[src/rtl/mux_rr_arbiter.sv]
// rtl/mux_rr_arbiter.sv - round-robin valid/ready arbiter steering NUM_REQ lanes onto one shared port
// Optional transfer counter (o_xfer_count) is built only when MUX_ARB_PERF_EN is defined.

module mux_16_to_1 #(
  parameter int BIT_WIDTH = 16
) (
  input  logic [3:0]              i_sel,
  input  logic [16*BIT_WIDTH-1:0] i_data,
  output logic [BIT_WIDTH-1:0]    o_data
);
  logic [BIT_WIDTH-1:0] lanes [16];

  always_comb begin
    for (int k = 0; k < 16; k++) begin
      lanes[k] = i_data[k*BIT_WIDTH +: BIT_WIDTH];
    end
  end

  assign o_data = lanes[i_sel];
endmodule

module mux_rr_arbiter #(
  parameter int BIT_WIDTH = 16,
  parameter int NUM_REQ   = 16,
  parameter int SEL_WIDTH = 4
) (
  input  logic                         clk,
  input  logic                         rst,
  input  logic [NUM_REQ-1:0]           i_req_valid,
  input  logic [BIT_WIDTH*NUM_REQ-1:0] i_req_data,
  output logic [NUM_REQ-1:0]           o_req_ready,
  output logic                         o_valid,
  output logic [BIT_WIDTH-1:0]         o_data,
  input  logic                         i_ready,
  output logic [SEL_WIDTH-1:0]         o_sel
`ifdef MUX_ARB_PERF_EN
  ,
  output logic [31:0]                  o_xfer_count
`endif
);
  localparam logic [0:0] ST_IDLE  = 1'b0;
  localparam logic [0:0] ST_GRANT = 1'b1;

  logic [0:0]           state;
  logic [SEL_WIDTH-1:0] sel;
  logic [SEL_WIDTH-1:0] ptr;
  logic [SEL_WIDTH-1:0] sel_plus1;
  logic [SEL_WIDTH-1:0] scan_start;
  logic [SEL_WIDTH-1:0] scan_idx;
  logic [SEL_WIDTH-1:0] winner;
  logic [NUM_REQ-1:0]   sel_onehot;
  logic [NUM_REQ-1:0]   scan_vec;
  logic                 found;
  logic                 granted_valid;
  logic                 in_grant;
  logic                 xfer;

  assign sel_onehot    = NUM_REQ'(1) << sel;
  assign granted_valid = i_req_valid[sel];
  assign in_grant      = !rst && (state == ST_GRANT);
  assign xfer          = in_grant && granted_valid && i_ready;
  assign sel_plus1     = (sel == SEL_WIDTH'(NUM_REQ-1)) ? '0 : sel + SEL_WIDTH'(1);

  // In GRANT the current winner is masked so a second requester can take the next beat.
  always_comb begin
    scan_start = (state == ST_GRANT) ? sel_plus1 : ptr;
    scan_vec   = (state == ST_GRANT) ? (i_req_valid & ~sel_onehot) : i_req_valid;
    found      = 1'b0;
    winner     = '0;
    scan_idx   = '0;
    for (int i = 0; i < NUM_REQ; i++) begin
      scan_idx = SEL_WIDTH'((int'(scan_start) + i) % NUM_REQ);
      if (!found && scan_vec[scan_idx]) begin
        found  = 1'b1;
        winner = scan_idx;
      end
    end
  end

  always_ff @(posedge clk) begin
    if (rst) begin
      state <= ST_IDLE;
      sel   <= '0;
      ptr   <= '0;
    end else if (state == ST_IDLE) begin
      if (found) begin
        sel   <= winner;
        state <= ST_GRANT;
      end
    end else if (!granted_valid) begin
      state <= ST_IDLE;
    end else if (i_ready) begin
      ptr <= sel_plus1;
      if (found) begin
        sel <= winner;
      end else begin
        state <= ST_IDLE;
      end
    end
  end

  assign o_valid     = in_grant && granted_valid;
  assign o_req_ready = (in_grant && i_ready) ? sel_onehot : '0;
  assign o_sel       = sel;

  generate
    if (NUM_REQ == 16) begin : g_mux16
      mux_16_to_1 #(.BIT_WIDTH(BIT_WIDTH)) u_mux (
        .i_sel  (sel[3:0]),
        .i_data (i_req_data),
        .o_data (o_data)
      );
    end else begin : g_mux_generic
      assign o_data = i_req_data[int'(sel)*BIT_WIDTH +: BIT_WIDTH];
    end
  endgenerate

`ifdef MUX_ARB_PERF_EN
  logic [31:0] xfer_count;

  always_ff @(posedge clk) begin
    if (rst) begin
      xfer_count <= '0;
    end else if (xfer && (xfer_count != 32'hFFFF_FFFF)) begin
      xfer_count <= xfer_count + 32'd1;
    end
  end

  assign o_xfer_count = xfer_count;
`else
  logic unused_xfer;
  assign unused_xfer = xfer;
`endif
endmodule
[config.mk]
export PLATFORM = sky130hd
export DESIGN_NAME = mux_rr_arbiter
export DESIGN_NICKNAME = d
export VERILOG_FILES = /design/src/rtl/mux_rr_arbiter.sv
export SDC_FILE = /design/constraint.sdc
export NUM_CORES = 1
export LEC_CHECK = 0
export ABC_CLOCK_PERIOD_IN_PS = 8490
export CAP_MARGIN = 20
export CORE_AREA = 2 2 122 124
export DETAILED_ROUTE_END_ITERATION = 8
export DIE_AREA = 0 0 124 126
export PLACE_DENSITY_LB_ADDON = 0.15
export SLEW_MARGIN = 20
export SYNTH_ARGS = -nofsm -noshare
export SYNTH_HDL_FRONTEND = slang
export SYNTH_SLANG_ARGS = --single-unit
export TNS_END_PERCENT = 50
[constraint.sdc]
create_clock -name clk -period 8.49 [get_ports clk]
set_clock_uncertainty 0.05 [all_clocks]
set_input_delay 2.547 -clock clk [delete_from_list [all_inputs] [get_ports clk]]
set_output_delay 2.547 -clock clk [all_outputs]
set_load 0.01 [all_outputs]
Word level (Yosys, flattened, before mapping) --
Index checks and enable logic that the tools add are counted.
Operators by class: shift-type cells 1, add/subtract/negate cells 16, reductions and logical operators 36, bitwise gates (word level) 3, equal/unequal tests 3, muxes and demuxes 81, $lt $le $gt $ge 18
Operators with widths (number):
- 2-to-1 mux 4 bit | 22
- < comparator 4 x 5 -> 1 bit (second input constant) | 17
- binary-select mux 1 bit (select 4 bit) | 17
- binary-select mux 16 bit (select 4 bit) | 1
- 2-to-1 mux 16 bit | 4
- 2-to-1 mux 1 bit | 37
- adder 4 bit (second input constant) | 8
- logical AND 1 bit | 18
- adder 4 x 3 -> 4 bit (second input constant) | 4
- bitwise AND 16 bit | 1
- logical NOT 1 bit | 16
- inverter 16 bit | 1
- << shifter 1 x 4 -> 16 bit (first input constant) | 1
- adder 4 x 1 -> 4 bit (second input constant) | 2
- adder 4 x 2 -> 4 bit (second input constant) | 2
- greater-or-equal comparator 5 bit (second input constant) | 1
- inverter 4 -> 5 bit | 1
- equality test 4 bit (second input constant) | 1
- AND reduction 3 bit | 1
- inequality test 2 x 1 -> 1 bit (second input constant) | 1
- inequality test 2 bit (second input constant) | 1
- AND reduction 2 bit | 1
Storage, ports and cells: logic and storage cells 161, register bits after elaboration 9, output and inout bits 37, bits of input ports 275

Logic depth before layout (Yosys ltp) --
word-level depth 56, depth in mapped cells 20, depth with buffers taken out 14

Modules after synthesis --
Synthesis repeated with hierarchy kept, for this count alone.
Unflattened totals: cell total of the unflattened synthesis 524, area total of the unflattened synthesis 5218.8 µm²
Modules (own cells, without submodules):
- mux_rr_arbiter | area each 3285.7 µm², cells an instance 387, instances 1, seq. area each 180.2 µm²
- mux_16_to_1 | area each 1933.1 µm², cells an instance 137, instances 1, seq. area each 0.0 µm²

Worst setup path before layout --
No wires, ideal clock.
path type input port to output port, start in i_req_valid[7], end out o_valid, arrival time 3.622 ns, required time 5.893 ns, buffers on the path 0, setup slack 2.271 ns, cell stages on the path 4, path through mux4_2 mux4_2 inv_1 nor3b_1
Between the ends: cells in the longest elaborated chain, start to end 3
Ends and longest elaborated chain:
- from (decl) | RTL line 29 | input logic [NUM_REQ-1:0] i_req_valid,
- binary-select mux 1 bit (select 4 bit) | RTL line 59 | assign granted_valid = i_req_valid[sel];
- 2-to-1 mux 1 bit (implied by the code) | RTL line 59
- logical AND 1 bit | RTL line 102 | assign o_valid = in_grant && granted_valid;
- to (decl) | RTL line 32 | output logic o_valid,
Every way passes these cells. The select of a mux whose other input is x is not followed.

Final worst setup path --
start in i_req_valid[11], end out o_valid
Same word-level chain as after synthesis.

==> flow_summary.toml <==
[placed_design]
place.port_buffers = 311
postPlaceCellArea_um2 = 8200
dpl.hpwl_um = 21500
place_worst_setup_slack_ps = 1180
dp_cells = 933
gp_congestion = 0.999

[hold_path]
timing.hold.worst_endpoint = "ptr[2]"
worst_hold_startpoint = "ptr[2]"
worstHoldPathType = "flop to flop"
whs_path_depth = 2

[sta]
worst_slew_margin_relative_to_its_limit_pct = 41.0
timing.final.setup_violations = 0
tns_ps = 0
final.min_clock_period_ps = 7340
worstMarginPinSlew_ps = 879
final_min_period_over_clock_period_pct = 86.4
min_hold_slack_ps = 472
post-route-worst-setup-slack_ps = 1150
final_hold_violations = 0
achievable_freq_mhz = 136
count_of_pins_over_their_slew_limit = 0
setup_repair_after_global_routing_missed_its_margin = "false"

[yosys]
seq_area_frac_synth_pct = 3.61
mappedNetlistNets = 754
synthesis.instances = 467
ys_async_sr_fraction_pct = 0
synth.avg_cell_area_um2 = 10.7
yosysUniqueCellTypes = 69
synth_warnings = 0
postSynthRegisterBits = 9
postSynth.topFlopCell = "dfxtp_1"
netlist_area_um2 = 4990
synth-edff-count = 0

[layout]
drive_above_1_share_pct = 19.7
design.final.nets = 1041
stdcell_count = 940
layout.cells.most_common_list = "311 x clkdlybuf4s50_1, 103 x mux4_2, 35 x nor2_1"
core_occupancy_in_the_finished_layout_pct = 57.9
area_growth_pct = 66.2
cell_area_after_layout_um2 = 8290
final_common_cell = "clkdlybuf4s50_1"

[drt]
initialDrtViolationCount = 329
vias = 5695
wire_per_inst_um = 26.9
detail_route.vias_per_cell = 6.06
drt-pass1-iter-count = 5
antenna_violating_nets_remaining = 0
totalWireLength_um = 25300
drcViolationCount = 0

[pwr]
ir_worst_vdd_v = 0.000123
static-leakage-power_nw = 2.87
power_per_cell_area_nw_per_um2 = 270
post-layout-total-power_mw = 2.24

[worst_setup_path]
reg2reg_from = "o_sel[0]"
timing.critical_path.fanout_max = 3
critPathCaptureType = "output port"
max_stage_delay_ps = 570
ff2ff_setup_slack_ps = 2570
wp_data_arrival_ps = 4740
worstPathRequired_ps = 5890
critical_path.reg2reg.endpoint = "o_sel[3]"
cp_cell_sequence = "clkdlybuf4s50_1 > mux4_2 > mux4_2 > inv_1 > nor3b_1 > clkdlybuf4s50_1"
cp_slowest_cell = "mux4_2"
critPathKind = "input pin to output port"
critPathLaunchType = "input pin"
worst-r2r-cell-count = 14

[clock_tree]
post_cts_buffers = 0
cts_buffers = 3
clock_root_buffer = "clkbuf_16"
tritoncts = "done"
cts_hold_repair.buffers = 0
worst_setup_hold_path_clk_slew_ps = 40
cts.sink_count = 9
cts_resized = 0
clk-insertion-delay-late_ps = 240
cts_max_level = 1
clock_tree.buffer_depth = 2

[global_routing]
wire_length_of_the_first_global_routing_pass_um = 36100
grt_pass1_vias = 5974
grt_overflow = 0
antenna_found_initial = 9
grt_max_degree = 64
global_route.usage.total_pct = 31.7

[job]
cap_viol_max_count = 0

[die]
core_um2 = 14300
die_height_um = 126
die_w_um = 124
io_pins = 312
effective_utilization_at_floorplan_pct = 34.8
fp.dieArea_um2 = 15600
number_of_rows_in_the_core_area = 44

[run_status]
outcome = "finished, final reports clean"
==> how the worst max path moves through the flow <==
stage,from,endpoint,slack (ps),depth (start not counted)
after floorplan,i_req_valid[7],o_valid,2270,4
after global placement,i_req_valid[10],o_valid,1200,6
after detailed placement,i_req_valid[10],o_valid,1180,6
after CTS,i_req_valid[10],o_valid,1170,6
after global routing,rst,o_req_ready[14],1060,5
final,i_req_valid[11],o_valid,1150,6
==> sequential cells by signal (all words and copies together) (netlist names) <==
register / count
ptr: 4
state: 1
o_sel: 4
==> critical path: cells and delay by family <==
| kind | cells | cell delay [ps] |
|---|---|---|
| simple gates | 1 | 50 |
| mux | 2 | 1080 |
| buf+inv | 3 | 1050 |
==> cell type report <==
type                            instances  area [um2]
Fill cell                            1261        6020
Sequential cell                         9         188
Clock buffer                            4        78.8
Antenna cell                            3        7.51
Inverter                               14        52.6
Multi-Input combinational cell        408        4570
Tap cell                              184         230
Timing Repair Buffer                  318        3170
==> cell families (layout without fill, tap and decap cells) <==
| family | Yosys count | after routing | synth area share, % |
|---|---|---|---|
| multiplexers | 145 | 145 | 55.9 |
| AO/OA/AOI/OAI | 124 | 124 | 17.5 |
| AND/OR/NAND/NOR | 116 | 116 | 12.6 |
| buffers and inverters | 50 | 336 | 4.79 |
| adder cells (fa/ha/maj) | 12 | 12 | 3.01 |
| XOR/XNOR | 11 | 11 | 2.53 |
| flip-flops | 9 | 9 | 3.61 |
| other | 0 | 3 | 0 |
==> metal layers <==
layer	track usage [%]	wire length, um
met2	54.4	12500
met3	10.5	2890
met4	13.5	1010
met5	0	41
met1	35.5	8880
==> synth_stat cells (4+ instances only) <==
master / instances / area [um2]
a21oi_1: 15 / 75.1
nor3_1: 4 / 20.0
clkbuf_1: 12 / 45.0
mux2i_1: 32 / 320
xnor2_1: 6 / 52.6
mux4_2: 103 / 2320
inv_1: 7 / 26.3
nor2_1: 35 / 131
buf_1: 11 / 41.3
o21ai_1: 12 / 60.1
nand2b_1: 8 / 50.1
o21ai_0: 25 / 125
a21o_1: 4 / 30.0
o211ai_1: 22 / 165
and2_1: 20 / 125
mux2_2: 6 / 67.6
buf_6: 4 / 45.0
buf_4: 4 / 30.0
dfxtp_1: 9 / 180
ha_1: 12 / 150
xnor2_2: 4 / 65.1
nand3_1: 7 / 35.0
nand2_1: 21 / 78.8
buf_2: 5 / 25.0
inv_2: 6 / 22.5
==> power by group <==
group          switching [mW]  total (mW)  internal [mW]
Sequential             0.0377      0.0915         0.0538
Clock                  0.0211      0.0840         0.0628
Combinational            1.08        2.06          0.986
Total                    1.14        2.24           1.10
Power figures use the tool's default switching activity.
